`src/rtl/vtseq_pkg.sv`:
```
`default_nettype none
// ============================================================================
// Module   : vtseq_pkg
// Purpose  : Shared types and constants for the VT-sensor SPI sequencer.
// Revision : 1.0
// ============================================================================
package vtseq_pkg;

    localparam int FRAME_BITS_DEFAULT = 64;

    // Command-word bit positions understood by the sensor top.
    localparam int CMD_WIN32_BIT = 59;
    localparam int CMD_R1_EN_BIT = 32;

    typedef enum logic [2:0] {
        ST_IDLE   = 3'd0,
        ST_SETUP  = 3'd1,
        ST_SHIFT  = 3'd2,
        ST_HOLD   = 3'd3,
        ST_GAP    = 3'd4,
        ST_FINISH = 3'd5
    } vtseq_state_e;

endpackage
`default_nettype wire

```
`src/rtl/vtseq_spi_shifter.sv`:
```
`default_nettype none
// ============================================================================
// Module   : vtseq_spi_shifter
// Purpose  : SCLK half-period timing, bit counting and MOSI/MISO shift registers.
// Revision : 1.0
// ============================================================================
module vtseq_spi_shifter
#(
    parameter int FRAME_BITS = 64,
    parameter int CLK_DIV    = 1
) (
    input  logic                  clk,
    input  logic                  rst,
    input  logic                  load,
    input  logic                  run,
    input  logic                  clear,
    input  logic [FRAME_BITS-1:0] load_word,
    input  logic                  miso,
    output logic                  sclk,
    output logic                  mosi,
    output logic                  last_edge,
    output logic [FRAME_BITS-1:0] rx_word
);

    localparam int BIT_W  = (FRAME_BITS > 1) ? $clog2(FRAME_BITS) : 1;
    localparam int HALF_W = (CLK_DIV > 1) ? $clog2(CLK_DIV) : 1;

    logic [HALF_W-1:0]     r_half_cnt;
    logic [BIT_W-1:0]      r_bit_cnt;
    logic [FRAME_BITS-1:0] r_tx;
    logic [FRAME_BITS-1:0] r_rx;
    logic                  r_sclk;
    logic                  w_half_end;
    logic                  w_last_bit;

    assign w_half_end = (r_half_cnt == HALF_W'(CLK_DIV - 1));
    assign w_last_bit = (r_bit_cnt == BIT_W'(FRAME_BITS - 1));
    assign last_edge  = run && r_sclk && w_half_end && w_last_bit;

    // MOSI is the top of the transmit register; clearing the register parks it low.
    assign mosi    = r_tx[FRAME_BITS-1];
    assign sclk    = r_sclk;
    assign rx_word = r_rx;

    always_ff @(posedge clk) begin
        if (rst || clear) begin
            r_half_cnt <= '0;
            r_bit_cnt  <= '0;
            r_tx       <= '0;
            r_rx       <= '0;
            r_sclk     <= 1'b0;
        end else if (load) begin
            r_half_cnt <= '0;
            r_bit_cnt  <= '0;
            r_tx       <= load_word;
            r_rx       <= '0;
            r_sclk     <= 1'b0;
        end else if (run) begin
            if (!w_half_end) begin
                r_half_cnt <= r_half_cnt + HALF_W'(1);
            end else begin
                r_half_cnt <= '0;
                if (!r_sclk) begin
                    r_sclk <= 1'b1;
                    r_rx   <= {r_rx[FRAME_BITS-2:0], miso};
                end else begin
                    r_sclk <= 1'b0;
                    if (w_last_bit) begin
                        r_tx <= '0;
                    end else begin
                        r_bit_cnt <= r_bit_cnt + BIT_W'(1);
                        r_tx      <= {r_tx[FRAME_BITS-2:0], 1'b0};
                    end
                end
            end
        end
    end

endmodule
`default_nettype wire

```
`src/rtl/vt_sensor_spi_sequencer.sv`:
```
`default_nettype none
// ============================================================================
// Module   : vt_sensor_spi_sequencer
// Purpose  : SPI master running N framed measurement sessions of the VT sensor
//            and returning each readback over valid/ready.
//            Optional macro VTSEQ_DUMMY_RO_EN adds the enable_dummy_ro output.
// Revision : 1.0
// ============================================================================
module vt_sensor_spi_sequencer
    import vtseq_pkg::*;
#(
    parameter int FRAME_BITS = FRAME_BITS_DEFAULT,
    parameter int CLK_DIV    = 1,
    parameter int SETUP_CYC  = 2,
    parameter int HOLD_CYC   = 1,
    parameter int GAP_CYC    = 15,
    parameter int SESS_W     = 4
) (
    input  logic                  clk,
    input  logic                  rst,
    input  logic                  start,
    input  logic [FRAME_BITS-1:0] cmd_word,
    input  logic [SESS_W-1:0]     n_sessions,
    input  logic                  abort,
    output logic                  busy,
    output logic                  done,
    output logic [SESS_W-1:0]     sess_idx,
    output logic                  spi_cs,
    output logic                  spi_clk,
    output logic                  spi_mosi,
    input  logic                  spi_miso,
    output logic [FRAME_BITS-1:0] rx_data,
    output logic                  rx_valid,
    input  logic                  rx_ready,
    output logic                  rx_overrun
`ifdef VTSEQ_DUMMY_RO_EN
    ,
    output logic                  enable_dummy_ro
`endif
);

    localparam int CNT_W = 16;

    vtseq_state_e          r_state;
    vtseq_state_e          w_next;
    logic [CNT_W-1:0]      r_cnt;
    logic [FRAME_BITS-1:0] r_cmd;
    logic [SESS_W-1:0]     r_n_sess;
    logic [SESS_W-1:0]     r_sess_idx;
    logic [FRAME_BITS-1:0] r_rx_data;
    logic                  r_rx_valid;
    logic                  r_overrun;

    logic                  w_accept;
    logic                  w_load;
    logic                  w_clear;
    logic                  w_frame_done;
    logic                  w_last_sess;
    logic                  w_shift_done;
    logic [FRAME_BITS-1:0] w_load_word;
    logic [FRAME_BITS-1:0] w_rx_word;
    logic                  w_busy;
    logic                  w_cs;
    logic                  w_done;

    assign w_accept     = (r_state == ST_IDLE) && start;
    assign w_load       = (r_state != ST_SETUP) && (w_next == ST_SETUP);
    assign w_clear      = abort && (r_state != ST_IDLE);
    assign w_last_sess  = (r_sess_idx == r_n_sess - SESS_W'(1));
    assign w_frame_done = (r_state == ST_HOLD) && (r_cnt == CNT_W'(HOLD_CYC - 1)) && !abort;
    assign w_load_word  = (r_state == ST_IDLE) ? cmd_word : r_cmd;

    vtseq_spi_shifter #(
        .FRAME_BITS (FRAME_BITS),
        .CLK_DIV    (CLK_DIV)
    ) u_shifter (
        .clk       (clk),
        .rst       (rst),
        .load      (w_load),
        .run       (r_state == ST_SHIFT),
        .clear     (w_clear),
        .load_word (w_load_word),
        .miso      (spi_miso),
        .sclk      (spi_clk),
        .mosi      (spi_mosi),
        .last_edge (w_shift_done),
        .rx_word   (w_rx_word)
    );

    // State register; r_cnt times the current state and restarts on every transition.
    always_ff @(posedge clk) begin
        if (rst) begin
            r_state <= ST_IDLE;
            r_cnt   <= '0;
        end else begin
            r_state <= w_next;
            r_cnt   <= (w_next != r_state) ? '0 : r_cnt + CNT_W'(1);
        end
    end

    always_comb begin
        w_next = r_state;
        case (r_state)
            ST_IDLE: begin
                if (start) begin
                    w_next = (n_sessions == '0) ? ST_FINISH : ST_SETUP;
                end
            end
            ST_SETUP: begin
                if (r_cnt == CNT_W'(SETUP_CYC - 1)) begin
                    w_next = ST_SHIFT;
                end
            end
            ST_SHIFT: begin
                if (w_shift_done) begin
                    w_next = ST_HOLD;
                end
            end
            ST_HOLD: begin
                if (r_cnt == CNT_W'(HOLD_CYC - 1)) begin
                    w_next = w_last_sess ? ST_FINISH : ST_GAP;
                end
            end
            ST_GAP: begin
                if (r_cnt == CNT_W'(GAP_CYC - 1)) begin
                    w_next = ST_SETUP;
                end
            end
            ST_FINISH: w_next = ST_IDLE;
            default:   w_next = ST_IDLE;
        endcase
        if (abort && (r_state != ST_IDLE)) begin
            w_next = ST_IDLE;
        end
    end

    always_comb begin
        w_busy = 1'b1;
        w_cs   = 1'b1;
        w_done = 1'b0;
        case (r_state)
            ST_IDLE:                     w_busy = 1'b0;
            ST_SETUP, ST_SHIFT, ST_HOLD: w_cs   = 1'b0;
            ST_FINISH: begin
                w_busy = 1'b0;
                w_done = 1'b1;
            end
            default: ;
        endcase
    end

    assign busy   = w_busy;
    assign done   = w_done;
    assign spi_cs = w_cs;

    // A frame landing on an accept cycle replaces the accepted word without an overrun.
    always_ff @(posedge clk) begin
        if (rst) begin
            r_cmd      <= '0;
            r_n_sess   <= '0;
            r_sess_idx <= '0;
            r_rx_data  <= '0;
            r_rx_valid <= 1'b0;
            r_overrun  <= 1'b0;
        end else begin
            if (w_accept) begin
                r_cmd      <= cmd_word;
                r_n_sess   <= n_sessions;
                r_sess_idx <= '0;
                r_overrun  <= 1'b0;
            end else if ((r_state == ST_GAP) && (w_next == ST_SETUP)) begin
                r_sess_idx <= r_sess_idx + SESS_W'(1);
            end
            if (w_frame_done) begin
                r_rx_data  <= w_rx_word;
                r_rx_valid <= 1'b1;
                if (r_rx_valid && !rx_ready) begin
                    r_overrun <= 1'b1;
                end
            end else if (r_rx_valid && rx_ready) begin
                r_rx_valid <= 1'b0;
            end
        end
    end

    assign sess_idx   = r_sess_idx;
    assign rx_data    = r_rx_data;
    assign rx_valid   = r_rx_valid;
    assign rx_overrun = r_overrun;

`ifdef VTSEQ_DUMMY_RO_EN
    assign enable_dummy_ro = w_busy && w_cs;
`else
    // Dummy ring-oscillator load control is not built in this configuration.
`endif

endmodule
`default_nettype wire

```
`config.mk`:
```
export PLATFORM = sky130hd
export DESIGN_NAME = vt_sensor_spi_sequencer
export DESIGN_NICKNAME = d
export VERILOG_FILES = /design/src/rtl/vtseq_pkg.sv /design/src/rtl/vtseq_spi_shifter.sv /design/src/rtl/vt_sensor_spi_sequencer.sv
export SDC_FILE = /design/constraint.sdc
export NUM_CORES = 1
export LEC_CHECK = 0
export ABC_AREA = 1
export BUFFER_PORTS_ARGS = -buffer_cell sky130_fd_sc_hd__buf_2
export CORE_AREA = 4 4 145 251
export DETAILED_ROUTE_END_ITERATION = 16
export DIE_AREA = 0 0 149 255
export GPL_TIMING_DRIVEN = 1
export PLACE_DENSITY = 0.61
export SLEW_MARGIN = 10
export SYNTH_ARGS = -nofsm -noshare
export SYNTH_HDL_FRONTEND = slang
export SYNTH_HIERARCHICAL = 1
export SYNTH_SLANG_ARGS = --single-unit
```
`constraint.sdc`:
```
create_clock -name clk -period 4.2 [get_ports clk]
set_clock_uncertainty 0.05 [all_clocks]
set_input_delay 0.42 -clock clk [delete_from_list [all_inputs] [get_ports clk]]
set_output_delay 0.42 -clock clk [all_outputs]
set_load 0.05 [all_outputs]
```
==> results.cfg, run 1 <==
[outcome]
outcome = completed

[global_routing]
grt.overflow.total = 0
grt_max_degree = 75
grt_pass1_wl_um = 48930
grt_usage_pct = 15.16
antenna_found_initial = 0
grt_pass1_vias = 10200

[detailed_routing]
drtIter0Drc = 493
ant_nets = 0
vias = 10390
routedWlPerCell_um = 13.80
drtPass1Iterations = 4
via_per_inst = 4.889
post-route-drc-count = 0
wirelength_um = 29340

[cts]
cts_setup_buffers = 0
cts_buffers = 29
cts.hold.buffers_added = 0
cts_buffer_depth = 3
cts_resized = 0
clock-sinks = 292
clk_latency_ns = 0.55
clkSlewWorstSetupHoldPaths_ns = 0.07
cts_tree = yes
root_buffer = clkbuf_16
htree_levels = 1

[logic_synthesis]
synthesis.nets = 1643
syn_avg_cell_area_um2 = 7.589
synth_common_cells = 292 x dfxtp_1, 269 x nand2_1, 196 x o21ai_0, 172 x nor2_1, 145 x nand3_1
synth_mux_area_share_pct = 0
synth-compound-area-share_pct = 18.31
post_synth_xor_area_fraction_pct = 1.552
synth_seq_cells = 292
synth_top_family_by_area = simple AND/OR/NAND/NOR gates
yosysMostFrequentCell = dfxtp_1
yosysTopAreaCell = dfxtp_1
yosysWarnings = 6
netlist.area_leader.share_pct = 49.31
synth_edf_count = 0
synth_cell_types = 28
synth_area_um2 = 11850
ys_top_cells_by_area = dfxtp_1 49%, nand2_1 8.5%, o21ai_0 8.3%
yosys.area_share.simple_pct = 22.26
seq_area_frac_synth_pct = 49.31
synth_flop_cell = dfxtp_1
synthCells = 1562
synth_fa_ha_area_share_pct = 0.7389
async_flop_share_pct = 0

[floorplanning]
pin_count = 149
fp.dieW_um = 149
die-area_um2 = 38000
fp-row-count = 90
core_area_um2 = 34460
fp.dieH_um = 255
start_util_pct = 34.40

[power_and_ir_drop]
power_leakage_uw = 0.005558
vdd_drop_max_mv = 0.3581
power_density_nw_per_um2 = 500.8

[hold_path]
hp-start = cmd_word[31]
holdPathStages = 3
min_path_type = primary input to flop
hold_end = r_cmd[31]$_SDFFE_PP0P_

[final_layout]
syn_to_final_growth_pct = 16.52
final_layout_size_suffix_gt1_share_pct = 15.08
finish.utilization_pct = 40.08
fin_nets = 1724
final_area_um2 = 13810

[setup_path]
startpoint_type = flop
critPathCaptureType = flop
crit_required_ns = 4.61
r2r_cells = 16
r2r_setup_slack_ns = 0.98
r2r_end = u_shifter/r_tx[55]$_SDFFE_PP0P_
r2r-start = r_state[2]$_SDFF_PP0_
worst-setup-path-type = flop to flop
crit_path_max_fanout = 64
worstPathArrival_ns = 3.64

[sta]
setup_tns_ns = 0
hold_slack_ns = 0.05375
drv_slew = 0
fin_crit_sh_pct = 76.78
timing.fmax_mhz = 310.1
finalCriticalPeriod_ns = 3.225
rsz0062_at_grt = no
tightest_slew_ns = 1.150
finalSetupViolCount = 0
max_slew_margin_pct = 23.31
hold_violations = 0

[placement]
place.gp.congestion = 0.8162
place_hpwl_um = 18440
io_buffers = 148
dpl-instance-area_um2 = 12780

[flow_run]
max_cap_violations = 0
per-stage QoR:
| step | instances | total power, µW | setup slack, ns |
|---|---|---|---|
| after global placement | 2072 | 4202 | 1.161 |
| after global routing | 2125 | 7276 | 0.6477 |
| after CTS | 2125 | 7015 | 0.9811 |
| after floorplan | 1562 | 3942 | 1.606 |
| final | 2126 | 6918 | 0.9751 |
| after detailed placement | 2072 | 4227 | 1.004 |
how the worst max path moves through the flow:
stage / endpoint / cells after the start / slack, ns / from
finish: u_shifter/r_tx[55]$_SDFFE_PP0P_ / 16 / 0.98 / r_state[2]$_SDFF_PP0_
global route: u_shifter/r_tx[55]$_SDFFE_PP0P_ / 17 / 0.65 / r_state[1]$_SDFF_PP0_
CTS: u_shifter/r_tx[55]$_SDFFE_PP0P_ / 16 / 0.98 / r_state[2]$_SDFF_PP0_
detailed placement: u_shifter/r_tx[8]$_SDFFE_PP0P_ / 16 / 1.00 / r_state[2]$_SDFF_PP0_
global placement: u_shifter/r_tx[63]$_SDFFE_PP0P_ / 18 / 1.16 / r_state[2]$_SDFF_PP0_
floorplan: u_shifter/r_tx[32]$_SDFFE_PP0P_ / 17 / 1.61 / r_state[2]$_SDFF_PP0_
kinds of logic (layout without fill, tap and decap cells):
logic type / Yosys count / count (layout)
compound gates: 401 / 401
xor+xnor: 21 / 21
fa+ha+maj: 7 / 7
buf+inv: 219 / 322
flops: 292 / 292
other cells: 0 / 1
simple gates: 622 / 622
sequential cells by signal, indices dropped and copies added (netlist names), 4 cells and up:
register / flops
r_cmd: 64
sess_idx: 4
rx_data: 64
u_shifter/r_bit_cnt: 6
r_n_sess: 4
u_shifter/r_tx: 64
r_cnt: 16
u_shifter/rx_word: 64
cell type report:
class | count | area [µm²]
Fill cell | 3549 | 20650
Sequential cell | 292 | 5846
Multi-Input combinational cell | 1051 | 5109
Timing Repair Buffer | 160 | 843.3
Clock buffer | 36 | 792.0
Tap cell | 460 | 575.6
Inverter | 109 | 411.6
Clock inverter | 17 | 232.7
Antenna cell | 1 | 2.502
where the power goes:
group          internal (µW)  switching, µW
clock                   1650           1110
sequential              2950           79.1
combinational            322            813
worst max-delay path, stage by stage (launching register included):
cell	delay, ns
dfxtp_1	0.36
nor3_1	0.53
nand2_2	0.17
inv_2	0.13
nand2_1	0.07
nor2_1	0.08
nand2_1	0.06
nand2_1	0.08
inv_1	0.04
nand2_1	0.07
nor2_2	0.05
nand2_1	0.10
nand3_1	0.15
nor2_4	0.18
buf_4	0.59
a22oi_1	0.23
a21oi_1	0.18
layout by cell type (no fill, tap or decap), types with 5 or more instances in the layout:
master	instances
nor2_2	15
nor2_4	8
inv_1	99
buf_2	148
ha_1	7
nand4_1	5
nand2_1	267
a22oi_1	62
dfxtp_1	292
clkinvlp_4	6
inv_2	9
nor3_1	5
a21oi_1	140
clkbuf_16	29
o21ai_0	196
bufinv_16	5
nand3_1	145
nor2_1	169
buf_4	11
xor2_1	12
xnor2_1	9
routing by layer:
metal | global-route usage, % | up-vias | part of all wire [%]
met5 | 0 | - | 0
met2 | 27.84 | 198 | 50
met4 | 4.974 | 0 | 2.6
li1 | - | 5311 | -
met1 | 17.83 | 4840 | 43
met3 | 2.551 | 45 | 4.9
No activity file was read; power rests on OpenSTA's default activity.
==> run 2, diff against run 1 <==
--- a/config.mk
+++ b/config.mk
@@ -5,11 +5,11 @@
 export SDC_FILE = /design/constraint.sdc
 export NUM_CORES = 1
 export LEC_CHECK = 0
-export ABC_AREA = 1
+export ABC_AREA = 0
 export BUFFER_PORTS_ARGS = -buffer_cell sky130_fd_sc_hd__buf_2
-export CORE_AREA = 4 4 145 251
+export CORE_AREA = 4 4 148 258
 export DETAILED_ROUTE_END_ITERATION = 16
-export DIE_AREA = 0 0 149 255
+export DIE_AREA = 0 0 152 262
 export GPL_TIMING_DRIVEN = 1
 export PLACE_DENSITY = 0.61
 export SLEW_MARGIN = 10
==> constraint.sdc (replaced) <==
create_clock -name clk -period 3.2 [get_ports clk]
set_clock_uncertainty 0.05 [all_clocks]
set_input_delay 0.32 -clock clk [delete_from_list [all_inputs] [get_ports clk]]
set_output_delay 0.32 -clock clk [all_outputs]
set_load 0.05 [all_outputs]
==> run 2 against run 1 <==
  * Clock power up 28%
  * Worst setup slack got worse by 0.81 ns
  * Utilization up 2.8 points
  * Die area increased by 4.8%
  * First-iteration DRC count is 11% lower
==> results.cfg, run 2 <==
[cts]
clock-sinks = 292
cts_buffer_depth = 3
htree_levels = 1
cts_tree = yes
cts_buffers = 28
clkSlewWorstSetupHoldPaths_ns = 0.07
root_buffer = clkbuf_16
clk_latency_ns = 0.55

[final_layout]
num_antenna_cells = 0
layout_commonest_cell = nand2_1
final_layout_size_suffix_gt1_share_pct = 20.02
finish.utilization_pct = 42.92
fillers = 3576
layout_common_cells = 471 x nand2_1, 292 x dfxtp_1, 182 x a21oi_1
final_cells = 2168
fin_nets = 1757
syn_to_final_growth_pct = 23.11
final_area_um2 = 15410

[global_routing]
grt_max_degree = 73
antenna_found_initial = 1
grt_pass1_vias = 10740
grt_usage_pct = 15.37
grt.met2_usage_pct = 28.75
grt.overflow.total = 0
grt_pass1_wl_um = 52990
met3_usage_pct = 2.439
grt_busiest_layer = met2
use_met1_pct = 17.96

[logic_synthesis]
yosysTopAreaCell = dfxtp_1
yosysWarnings = 6
synth_cell_types = 56
synthesis.nets = 1603
yosysMostFrequentCell = nand2_1
seq_area_frac_synth_pct = 46.69
synth_common_cells = 472 x nand2_1, 292 x dfxtp_1, 182 x a21oi_1, 77 x clkbuf_1, 68 x nor2b_1
ys_top_cells_by_area = dfxtp_1 47%, nand2_1 14%, a21oi_1 7.3%
synth_seq_cells = 292
synthCells = 1522
synth_flop_cell = dfxtp_1
netlist.area_leader.share_pct = 46.69
synth_area_um2 = 12520
async_flop_share_pct = 0
synth_edf_count = 0
syn_avg_cell_area_um2 = 8.227

[detailed_routing]
post-route-drc-count = 0
via_per_inst = 5.101
routedWlPerCell_um = 14.93
drtIter0Drc = 441
drtPass1Iterations = 4
wirelength_um = 32380
vias = 11060
ant_nets = 0

[sta]
hold_violations = 0
rsz0062_at_grt = no
fin_crit_sh_pct = 94.96
finalSetupViolCount = 0
finalCriticalPeriod_ns = 3.039
tightest_slew_ns = 1.091
drv_slew = 0
timing.fmax_mhz = 329.1
max_slew_margin_pct = 26.97
setup_tns_ns = 0

[setup_path]
crit_required_ns = 3.54
cp_slowest_cell = or4_4
worstPathArrival_ns = 3.37
startpoint_type = flop
crit_chain = inv_1 > ha_2 > or4bb_1 > or4_4 > a22o_1 > nand2_1 > o2111a_4 > buf_12 > nor2b_1 > a22oi_1 > o22ai_1
critPathCaptureType = flop
cp_slowest_stage_delay_ns = 0.45
crit_path_max_fanout = 46
worst-setup-path-type = flop to flop

[power_and_ir_drop]
vdd_drop_max_mv = 0.5040
power_leakage_uw = 0.005565
power_density_nw_per_um2 = 580.6

[placement]
dpl-instance-area_um2 = 13660
io_buffers = 148
place.gp.congestion = 0.8346
dp.cells = 2045
place_hpwl_um = 19670

[floorplanning]
fp-row-count = 92
core_area_um2 = 35910
fp.dieH_um = 262
fp.dieW_um = 152
pin_count = 149
die-area_um2 = 39820
start_util_pct = 34.86

[flow_run]
max_cap_violations = 0

[outcome]
outcome = completed

[hold_path]
min_path_type = primary input to flop
[run 2: cell types whose count changed after synthesis, sizes merged, moves of 68 or more]
cell and change:
nor2b +68, inv -100, nand2 +199, o21ai -190, nand3 -137, nor2 -174
[run 2: repair_timing]
item,CTS,global route
pin swaps,0,1
setup buffers,0,0
endpoints found under the setup margin,1,77
endpoints found under the hold margin,69,0
hold buffers,69,0
gates cloned,0,2
resized for setup,2,7
[run 2: worst max-delay path: cells and delay by family (launching register included)]
kind                     cells  cell delay (ns)
adder cells (fa/ha/maj)      1             0.20
flip-flops                   1             0.38
buffers and inverters        2             0.34
AO/OA/AOI/OAI                4             0.81
AND/OR/NAND/NOR              4             1.08
[run 2: metrics by stage]
stage	setup WS (ns)	hold slack (ns)	total power [µW]
finish	0.1614	0.1459	8949
floorplan	0.1122	0.3838	5019
global placement	0.06504	0.3866	5353
global route	0.008212	0.1326	9362
detailed placement	0.02163	0.3929	5386
CTS	0.006424	0.09482	9033
[run 2: logic make-up (layout without fill, tap and decap cells)]
logic type,Yosys count,after routing,synth area share [%]
and+or+nand+nor,626,626,21.71
AOI/OAI and AO/OA,370,371,18.36
DFF,292,292,46.69
buffers and inverters,136,311,4.857
muxes,68,68,6.076
xor gates and xnor gates,23,23,1.609
adders and majority gates,7,7,0.6995
[run 2: layout make-up]
| cell class | count | area (µm²) | area share [%] |
|---|---|---|---|
| Clock buffer | 34 | 774.5 | 5.024 |
| Clock inverter | 18 | 210.2 | 1.364 |
| Inverter | 9 | 33.78 | 0.2192 |
| Multi-Input combinational cell | 1095 | 6152 | 39.91 |
| Sequential cell | 292 | 5846 | 37.92 |
| Tap cell | 470 | 588.1 | 3.815 |
| Timing Repair Buffer | 250 | 1810 | 11.75 |
[run 2: report_power, final]
part	internal [µW]	total, µW	switching (µW)
Sequential	3820	3880	62.0
Combinational	660	1530	874
Clock	2050	3530	1480
[run 2: path summary, 6_finish.rpt]
| check | startpoint | to | slack, ns | depth (start not counted) |
|---|---|---|---|---|
| max | r_cnt[1]$_SDFF_PP0_ | u_shifter/r_tx[31]$_SDFFE_PP0P_ | 0.16 | 11 |
| min | rx_ready | rx_valid$_SDFFE_PP0P_ | 0.15 | 3 |
| max reg2reg | r_cnt[1]$_SDFF_PP0_ | u_shifter/r_tx[31]$_SDFFE_PP0P_ | 0.16 | 11 |
| min reg2reg | rx_data[22]$_SDFFE_PP0P_ | rx_data[22]$_SDFFE_PP0P_ | 0.40 | 2 |
[run 2: metal layers]
| layer | up-vias | share of wire, % | routed length (µm) |
|---|---|---|---|
| li1 | 5518 | - | - |
| met5 | - | 0.040 | 13 |
| met4 | 2 | 2.3 | 760 |
| met3 | 56 | 4.5 | 1446 |
| met2 | 206 | 52 | 16750 |
| met1 | 5276 | 41 | 13410 |
==> run 3, diff against run 2 <==
==> constraint.sdc (replaced) <==
create_clock -name clk -period 3.4 [get_ports clk]
set_clock_uncertainty 0.05 [all_clocks]
set_input_delay 0.34 -clock clk [delete_from_list [all_inputs] [get_ports clk]]
set_output_delay 0.34 -clock clk [all_outputs]
set_load 0.05 [all_outputs]
==> run 3 against run 2 <==
  * Combinational power fell by 10%
  * Die area did not move
  * Routed wire length fell by 2.8%
  * Non-clock buffer count fell by 11
  * Count of clock-buffer cells in the layout rose by 3
  * Sequential power fell by 5.9%
==> results.cfg, run 3 (synthesized netlist as in run 2, its figures left out) <==
[setup_path]
cp_slowest_cell = or4_1
critPathCaptureType = flop
crit_required_ns = 3.76
crit_path_max_fanout = 61
critical_path.top_delay_family = simple AND/OR/NAND/NOR gates
crit_buf_inv = 1
worst-setup-path-type = flop to flop
worstPathArrival_ns = 3.56
crit_chain = or4_1 > or4_1 > a22o_1 > nand2_1 > o2111a_4 > buf_12 > nor2b_1 > a22oi_1 > o22ai_1
crit_path_frequent_cell = or4_1
startpoint_type = flop
cp_slowest_stage_delay_ns = 0.64

[sta]
tightest_slew_ns = 0.9546
max_slew_margin_pct = 36.36
fin_crit_sh_pct = 94.13
setup_tns_ns = 0
hold_violations = 0
rsz0062_at_grt = no
finalSetupViolCount = 0
drv_slew = 0
worst_slack_ns = 0.1996
timing.fmax_mhz = 312.5
finalCriticalPeriod_ns = 3.200

[hold_path]
min_path_type = primary input to flop

[power_and_ir_drop]
p_switching_uw = 2213
clkPwrFrac_pct = 40.6
sw_frac_of_total_pct = 26.21
power_density_nw_per_um2 = 553.1
p_int_uw = 6231
power_leakage_uw = 0.005483
power_uw = 8444
power_frac_seq_pct = 43.3
comb_power_share_pct = 16.2
vdd_drop_max_mv = 0.3784

[global_routing]
antenna_found_initial = 1
grt_usage_pct = 15.30
grt_max_degree = 85
grt_pass1_vias = 10690
grt.overflow.total = 0
grt_pass1_wl_um = 52650

[floorplanning]
fp.dieH_um = 262
fp-row-count = 92
core_area_um2 = 35910
fp.dieW_um = 152
die-area_um2 = 39820
start_util_pct = 34.86
pin_count = 149

[detailed_routing]
vias = 10950
highest_layer = met5
ant_nets = 0
met3_length_um = 1393
wl_met2_um = 15940
post-route-drc-count = 0
via_per_inst = 5.080
drtIter0Drc = 467
routedWlPerCell_um = 14.60
drtPass1Iterations = 5
wirelength_um = 31460
drt-met1-wl_um = 13270

[placement]
io_buffers = 148
dpl-instance-area_um2 = 13550
place_hpwl_um = 19210
place_ws_ns = 0.1535
place.gp.congestion = 0.8044

[final_layout]
final_area_um2 = 15270
final_layout_size_suffix_gt1_share_pct = 18.87
syn_to_final_growth_pct = 21.92
finish.utilization_pct = 42.51
layout_commonest_cell = nand2_1
fin_nets = 1745
layout_common_cells = 471 x nand2_1, 292 x dfxtp_1, 182 x a21oi_1
num_antenna_cells = 0

[cts]
htree_levels = 1
cts_tree = yes
clock-sinks = 292
cts_buffers = 28
cts_buffer_depth = 3
clk_latency_ns = 0.56
clkSlewWorstSetupHoldPaths_ns = 0.06
root_buffer = clkbuf_16

[outcome]
outcome = completed

[flow_run]
max_cap_violations = 0
[run 3: cell count changes in the layout (fill, tap and decap cells not counted), sizes merged]
cell / delta
buf: -10
clkinv: -5
bufinv: +2
clkbuf: +2
inv: -1
o2111a: -1
[run 3: power groups by stage]
| stage | Sequential [µW] | Clock [µW] | Combinational [µW] |
|---|---|---|---|
| final | 3650 | 3420 | 1370 |
| after global routing | 3670 | 3660 | 1510 |
| after floorplan | 3720 | 0 | 1010 |
| after global placement | 3720 | 0 | 1280 |
| after CTS | 3650 | 3540 | 1370 |
| after detailed placement | 3730 | 0 | 1300 |
[run 3: final cells by class]
type	instances	area (µm²)
clock buffer	37	775.7
inverter	9	33.78
clock inverter	14	236.5
fill	3586	20650
tap	470	588.1
timing repair buffer	239	1669
sequential	292	5846
multi-input combinational	1094	6117
[run 3: layer usage]
metal | track usage (%) | up-vias
li1 | - | 5485
met2 | 28.17 | 242
met5 | 0 | -
met1 | 18.27 | 5160
met3 | 2.142 | 58
met4 | 5.124 | 2
[run 3: path summary, 6_finish.rpt]
path	from	to	slack [ns]	cells after the start
min	rx_ready	rx_valid$_SDFFE_PP0P_	0.12	3
max reg2reg	r_cnt[9]$_SDFF_PP0_	u_shifter/r_tx[15]$_SDFFE_PP0P_	0.20	9
min reg2reg	rx_data[28]$_SDFFE_PP0P_	rx_data[28]$_SDFFE_PP0P_	0.40	2
max	r_cnt[9]$_SDFF_PP0_	u_shifter/r_tx[15]$_SDFFE_PP0P_	0.20	9
[run 3: stage by stage]
stage / std cells / hold WS [ns]
3_3_place_gp: 2035 / 0.3873
5_1_grt: 2155 / 0.1737
3_5_place_dp: 2035 / 0.3920
6_report: 2155 / 0.1209
4_1_cts: 2155 / 0.1081
2_1_floorplan: 1522 / 0.3838
[run 3: timing repair]
item | CTS | global route
hold buffers | 69 | 0
endpoints found under the setup margin | 0 | 2
resized for setup | 0 | 2
setup buffers | 0 | 0
hold endpoints to repair | 69 | 0
[run 3: worst register-to-register path: stages (launching register included)]
cell,delay (ns)
dfxtp_1,0.34
or4_1,0.64
or4_1,0.61
a22o_1,0.27
nand2_1,0.11
o2111a_4,0.35
buf_12,0.27
nor2b_1,0.15
a22oi_1,0.17
o22ai_1,0.10
